[config.mk]
export PLATFORM = sky130hd
export DESIGN_NAME = wb_grf
export DESIGN_NICKNAME = d
export VERILOG_FILES = /design/src/rtl/wb_grf_pkg.sv /design/src/rtl/wb_dec.sv /design/src/rtl/wb_grf.sv
export SDC_FILE = /design/constraint.sdc
export NUM_CORES = 2
export LEC_CHECK = 0
export CELL_PAD_IN_SITES_DETAIL_PLACEMENT = 1
export CELL_PAD_IN_SITES_GLOBAL_PLACEMENT = 1
export CORE_MARGIN = 8
export CORE_UTILIZATION = 56
export CTS_CLUSTER_SIZE = 20
export DETAILED_ROUTE_END_ITERATION = 8
export HOLD_SLACK_MARGIN = 0.1
export PLACE_DENSITY = 0.93
export SLEW_MARGIN = 20
export SYNTH_ARGS = -nofsm -noshare
export SYNTH_HDL_FRONTEND = slang
export SYNTH_SLANG_ARGS = --single-unit
export TNS_END_PERCENT = 50
[constraint.sdc]
create_clock -name clk -period 10.4 [get_ports clk]
set_clock_uncertainty 0.2 [all_clocks]
set_input_delay 2.08 -clock clk [delete_from_list [all_inputs] [get_ports clk]]
set_output_delay 2.08 -clock clk [all_outputs]
set_load 0.01 [all_outputs]
[src/rtl/wb_grf_pkg.sv]
// rtl/wb_grf_pkg.sv - MIPS opcode/funct definitions and field views shared by the stage decoders.
package wb_grf_pkg;

  localparam logic [5:0] OP_RTYPE = 6'h00;
  localparam logic [5:0] OP_J     = 6'h02;
  localparam logic [5:0] OP_JAL   = 6'h03;
  localparam logic [5:0] OP_BEQ   = 6'h04;
  localparam logic [5:0] OP_ORI   = 6'h0d;
  localparam logic [5:0] OP_LUI   = 6'h0f;
  localparam logic [5:0] OP_LW    = 6'h23;
  localparam logic [5:0] OP_SW    = 6'h2b;

  localparam logic [5:0] F_JR   = 6'h08;
  localparam logic [5:0] F_ADD  = 6'h20;
  localparam logic [5:0] F_ADDU = 6'h21;
  localparam logic [5:0] F_SUB  = 6'h22;
  localparam logic [5:0] F_SUBU = 6'h23;
  localparam logic [5:0] F_AND  = 6'h24;
  localparam logic [5:0] F_OR   = 6'h25;
  localparam logic [5:0] F_SLT  = 6'h2a;

  localparam logic [4:0] RA_IDX = 5'd31;

  typedef enum logic [1:0] {
    WSRC_NONE,
    WSRC_ALU,
    WSRC_DM,
    WSRC_PC8
  } wsrc_e;

  typedef struct packed {
    logic [5:0] op;
    logic [4:0] rs;
    logic [4:0] rt;
    logic [4:0] rd;
    logic [4:0] shamt;
    logic [5:0] funct;
  } instr_t;

  function automatic instr_t split_instr(input logic [31:0] ir);
    return instr_t'(ir);
  endfunction

endpackage

[src/rtl/wb_dec.sv]
// rtl/wb_dec.sv - W-stage write decoder: instruction bundle to GRF write enable, address and data.
module wb_dec
  import wb_grf_pkg::*;
#(
  parameter int DW = 32
) (
  input  logic [31:0]   W_IR,
  input  logic [DW-1:0] W_PC,
  input  logic [DW-1:0] W_DMRD,
  input  logic [DW-1:0] W_ALUO,
  output logic          W_WE,
  output logic [4:0]    W_WA,
  output logic [DW-1:0] W_WD
);

  instr_t        w_f;
  wsrc_e         w_src;
  logic [4:0]    w_wa_raw;
  logic [DW-1:0] w_wd_raw;
  logic          w_unused;

  assign w_f      = split_instr(W_IR);
  assign w_unused = ^{w_f.rs, w_f.shamt};

  always_comb begin
    w_src    = WSRC_NONE;
    w_wa_raw = '0;
    case (w_f.op)
      OP_RTYPE: begin
        case (w_f.funct)
          F_ADD, F_ADDU, F_SUB, F_SUBU, F_AND, F_OR, F_SLT: begin
            w_src    = WSRC_ALU;
            w_wa_raw = w_f.rd;
          end
          F_JR:    ;
          default: ;
        endcase
      end
      OP_ORI, OP_LUI: begin
        w_src    = WSRC_ALU;
        w_wa_raw = w_f.rt;
      end
      OP_LW: begin
        w_src    = WSRC_DM;
        w_wa_raw = w_f.rt;
      end
      OP_JAL: begin
        w_src    = WSRC_PC8;
        w_wa_raw = RA_IDX;
      end
      OP_SW, OP_BEQ, OP_J: ;
      default: ;
    endcase
  end

  always_comb begin
    w_wd_raw = '0;
    case (w_src)
      WSRC_ALU: w_wd_raw = W_ALUO;
      WSRC_DM:  w_wd_raw = W_DMRD;
      WSRC_PC8: w_wd_raw = W_PC + DW'(8);
      default:  w_wd_raw = '0;
    endcase
  end

  // Writes aimed at $0 are dropped entirely so downstream forwarding never sees them.
  assign W_WE = (w_src != WSRC_NONE) && (w_wa_raw != 5'd0);
  assign W_WA = W_WE ? w_wa_raw : 5'd0;
  assign W_WD = W_WE ? w_wd_raw : '0;

endmodule

[src/rtl/wb_grf.sv]
// rtl/wb_grf.sv - Writeback stage plus 32x32 general register file with W->D read bypass.
module wb_grf
  import wb_grf_pkg::*;
#(
  parameter int          NREG     = 32,
  parameter int          DW       = 32,
  parameter logic [31:0] PC_RESET = 32'h3000
) (
  input  logic          clk,
  input  logic          rst,
  input  logic [31:0]   W_PC,
  input  logic [31:0]   W_IR,
  input  logic [DW-1:0] W_DMRD,
  input  logic [DW-1:0] W_ALUO,
  input  logic [4:0]    D_RS_ADDR,
  input  logic [4:0]    D_RT_ADDR,
  output logic [DW-1:0] D_RS_DATA,
  output logic [DW-1:0] D_RT_DATA,
  output logic          W_WE,
  output logic [4:0]    W_WA,
  output logic [DW-1:0] W_WD
);

  logic [DW-1:0] r_grf [NREG];
  logic          w_we;
  logic [4:0]    w_wa;
  logic [DW-1:0] w_wd;

  wb_dec #(.DW(DW)) u_dec (
    .W_IR   (W_IR),
    .W_PC   (DW'(W_PC)),
    .W_DMRD (W_DMRD),
    .W_ALUO (W_ALUO),
    .W_WE   (w_we),
    .W_WA   (w_wa),
    .W_WD   (w_wd)
  );

  assign W_WE = w_we;
  assign W_WA = w_wa;
  assign W_WD = w_wd;

  always_ff @(posedge clk) begin
    if (rst) begin
      for (int i = 0; i < NREG; i++) begin
        r_grf[i] <= '0;
      end
    end else if (w_we) begin
      r_grf[w_wa] <= w_wd;
    end
  end

  // Bypass is held off during reset so a read then shows the array, not the dropped write.
  function automatic logic [DW-1:0] read_port(input logic [4:0] addr);
    if (addr == 5'd0) begin
      return '0;
    end else if (w_we && !rst && (addr == w_wa)) begin
      return w_wd;
    end else begin
      return r_grf[addr];
    end
  endfunction

  assign D_RS_DATA = read_port(D_RS_ADDR);
  assign D_RT_DATA = read_port(D_RT_ADDR);

`ifndef SYNTHESIS
  logic [31:0] w_trace_pc;

  // A nop bundle stands for the reset PC; it never writes, so only real PCs are printed.
  assign w_trace_pc = (W_IR == 32'd0) ? PC_RESET : W_PC;

  always @(posedge clk) begin
    if (!rst && w_we) begin
      $display("@%h: $%d <= %h", w_trace_pc, w_wa, w_wd);
    end
  end
`endif

endmodule

==> results.cfg <==
[die]
die_w_um = 328
die_h_um = 328
start_util = 0.564
dieArea_sq_um = 108000
core_sq_um = 96600
row_count = 114
io_pins = 242

[grt]
grt_max_degree = 88
track_usage = 0.466
grt_overflow = 0
grt_antenna_before_repair = 23
grt_pass1_wl_um = 350000
grt_pass1_vias = 45600

[logic_synthesis]
avgSynthCellArea_sq_um = 15.1
dominantRegCellSynth = edfxtp_1
synth_edf_count = 1024
synth_seq_cells = 1024
yosysSeqAreaShare = 0.564
synthArstFlopShare = 0
syn_area_sq_um = 54500
synth.distinct_cells = 46
netlist_instances = 3599
ys_warn_count = 0

[critical_path]
crit_type = in -> out
cp.arrival_ns = 7.57
cp-startpoint = W_IR[31]
startpoint_type = input port
end_kind = output pin
worstSetupEndpoint = D_RT_DATA[13]
required_ns = 8.12
crit_fanout = 42

[clocking]
postCtsSetupBuffers = 0
clockBufferDepth = 3
clk_pin_slew_ns = 0.06
cts_tree = yes
clock-sinks = 1024
h-tree-depth = 3
cts_root_buffer = clkbuf_16
cts_resized = 0
cts_inserted_buffers = 106
cts-hold-fix-buffers = 0

[sta]
fin_ws_ns = 0.550
tns_ns = 0
min_period_over_period = 0.947
max_slew_margin = 0.123
holdWs_ns = 1.72
fmax_mhz = 102
slew_viol_final = 0
hold_viol = 0
rsz0062_at_grt = no
layout_min_cycle_time_ns = 9.85
worst_slew_pin_slew_ns = 1.32
setup_viol = 0

[placement]
place_congestion = 0.954
portBuffers = 231
place_hpwl_um = 137000
place_ws_ns = 1.14

[power_and_ir_drop]
powerDensity_nw_per_um2 = 171
internal_power_mw = 7.72
ir_drop_mv = 0.138
p_clk_frac = 0.394
seqPwrFrac = 0.467
comb_power_share = 0.140
power_leakage_nw = 19.1
switching_share = 0.270
switchingPower_mw = 2.85

[routing]
num_vias = 44000
post_drt_wl_per_cell_um = 49.9
routed_wirelength_um = 254000
drc = 0
via_per_inst = 8.64
drt_iter0_markers = 9914
ant_nets = 0
dr.pass1.iters = 7

[min_path]
min_path_cells = 1
hold_path.class = in -> reg

[run_status]
status = finished clean

[finish]
drive_gt1_frac = 0.303
nNetsFinal = 3842
largest_registers = r_grf (1024)
top_register = r_grf
final_cell_mix = edfxtp_1 (1024), nor2_1 (985), mux4_2 (640)
num-fill-cells = 8352
layout_commonest_cell = edfxtp_1
largest_reg_flops = 1024
area_delta_synth_final_pct = 13.5

[flow_run]
max_cap_violations = 0
[cells in the mapped netlist, types with 11 or more instances]
library cell | n | area [sq um]
clkbuf_1 | 251 | 942
mux2_2 | 69 | 777
inv_1 | 38 | 143
buf_2 | 104 | 521
nor2_1 | 990 | 3720
a211oi_1 | 64 | 480
nand2b_1 | 33 | 206
or2_1 | 29 | 181
buf_1 | 54 | 203
a222oi_1 | 15 | 150
mux4_2 | 640 | 14400
nor2_2 | 13 | 81.3
nand3_1 | 11 | 55.1
a31oi_1 | 65 | 407
xnor2_1 | 27 | 236
edfxtp_1 | 1024 | 30700
nand2_1 | 38 | 143
buf_6 | 21 | 236
[worst min-delay path by stage]
stage	start	slack (ns)	endpoint
CTS	rst	1.74	r_grf[0][0]
global route	rst	1.70	r_grf[0][0]
detailed placement	rst	2.45	r_grf[0][0]
finish	rst	1.72	r_grf[0][0]
floorplan	W_DMRD[10]	2.47	r_grf[5][10]
global placement	rst	2.41	r_grf[0][0]
[power groups by stage]
| stage | logic [mW] | clock network [mW] | registers, mW |
|---|---|---|---|
| after floorplan | 0.805 | 0 | 4.89 |
| after global placement | 1.30 | 0 | 4.91 |
| after detailed placement | 1.35 | 0 | 4.97 |
| after CTS | 1.40 | 4.08 | 4.91 |
| after global routing | 1.46 | 4.20 | 4.93 |
| final | 1.48 | 4.16 | 4.93 |
[metal layers]
layer	vias to the layer above	share of wire	wire length, um	GRT usage
li1	14200	-	-	-
met2	6562	0.42	106000	0.660
met1	20900	0.27	68000	0.508
met4	13	0.12	29300	0.392
met3	2319	0.20	50400	0.257
met5	-	0.00083	211	0.00589
[metrics by stage]
step	instances	power, mW	instance area [sq um]	util
floorplan	3630	5.70	54600	-
global placement	4868	6.20	58200	0.603
detailed placement	4869	6.32	58200	0.603
CTS	5067	10.4	61800	0.640
global route	5069	10.6	61800	0.640
finish	5090	10.6	61900	0.641
[worst max-delay path: stages]
cell	delay [ns]
clkdlybuf4s50_1	0.78
or4_1	0.64
a2111oi_4	0.57
a22oi_2	0.33
and3_1	0.40
a31oi_4	0.25
buf_4	0.58
a31oi_1	0.19
a211oi_1	0.94
clkdlybuf4s50_1	0.71
[logic make-up (layout without fill, tap and decap cells)]
family / count (synthesis) / in the layout / synth area share
xor gates and xnor gates: 37 / 37 / 0.00595
and+or+nand+nor: 1179 / 1179 / 0.0886
AOI/OAI and AO/OA: 180 / 180 / 0.0247
other: 1 / 55 / 0.0000688
muxes: 709 / 709 / 0.279
adders and majority gates: 1 / 1 / 0.000230
DFF: 1024 / 1024 / 0.564
buffers and inverters: 468 / 629 / 0.0375
[layout make-up]
type / count / area [sq um] / share of cell area
sequential: 1024 / 30700 / 0.497
multi-input combinational: 2138 / 22000 / 0.356
timing repair buffer: 393 / 3700 / 0.0598
clock buffer: 129 / 2760 / 0.0446
tap: 1276 / 1600 / 0.0258
clock inverter: 69 / 811 / 0.0131
inverter: 38 / 143 / 0.00231
antenna: 23 / 57.6 / 0.000930
Power figures use the tool's default switching activity.
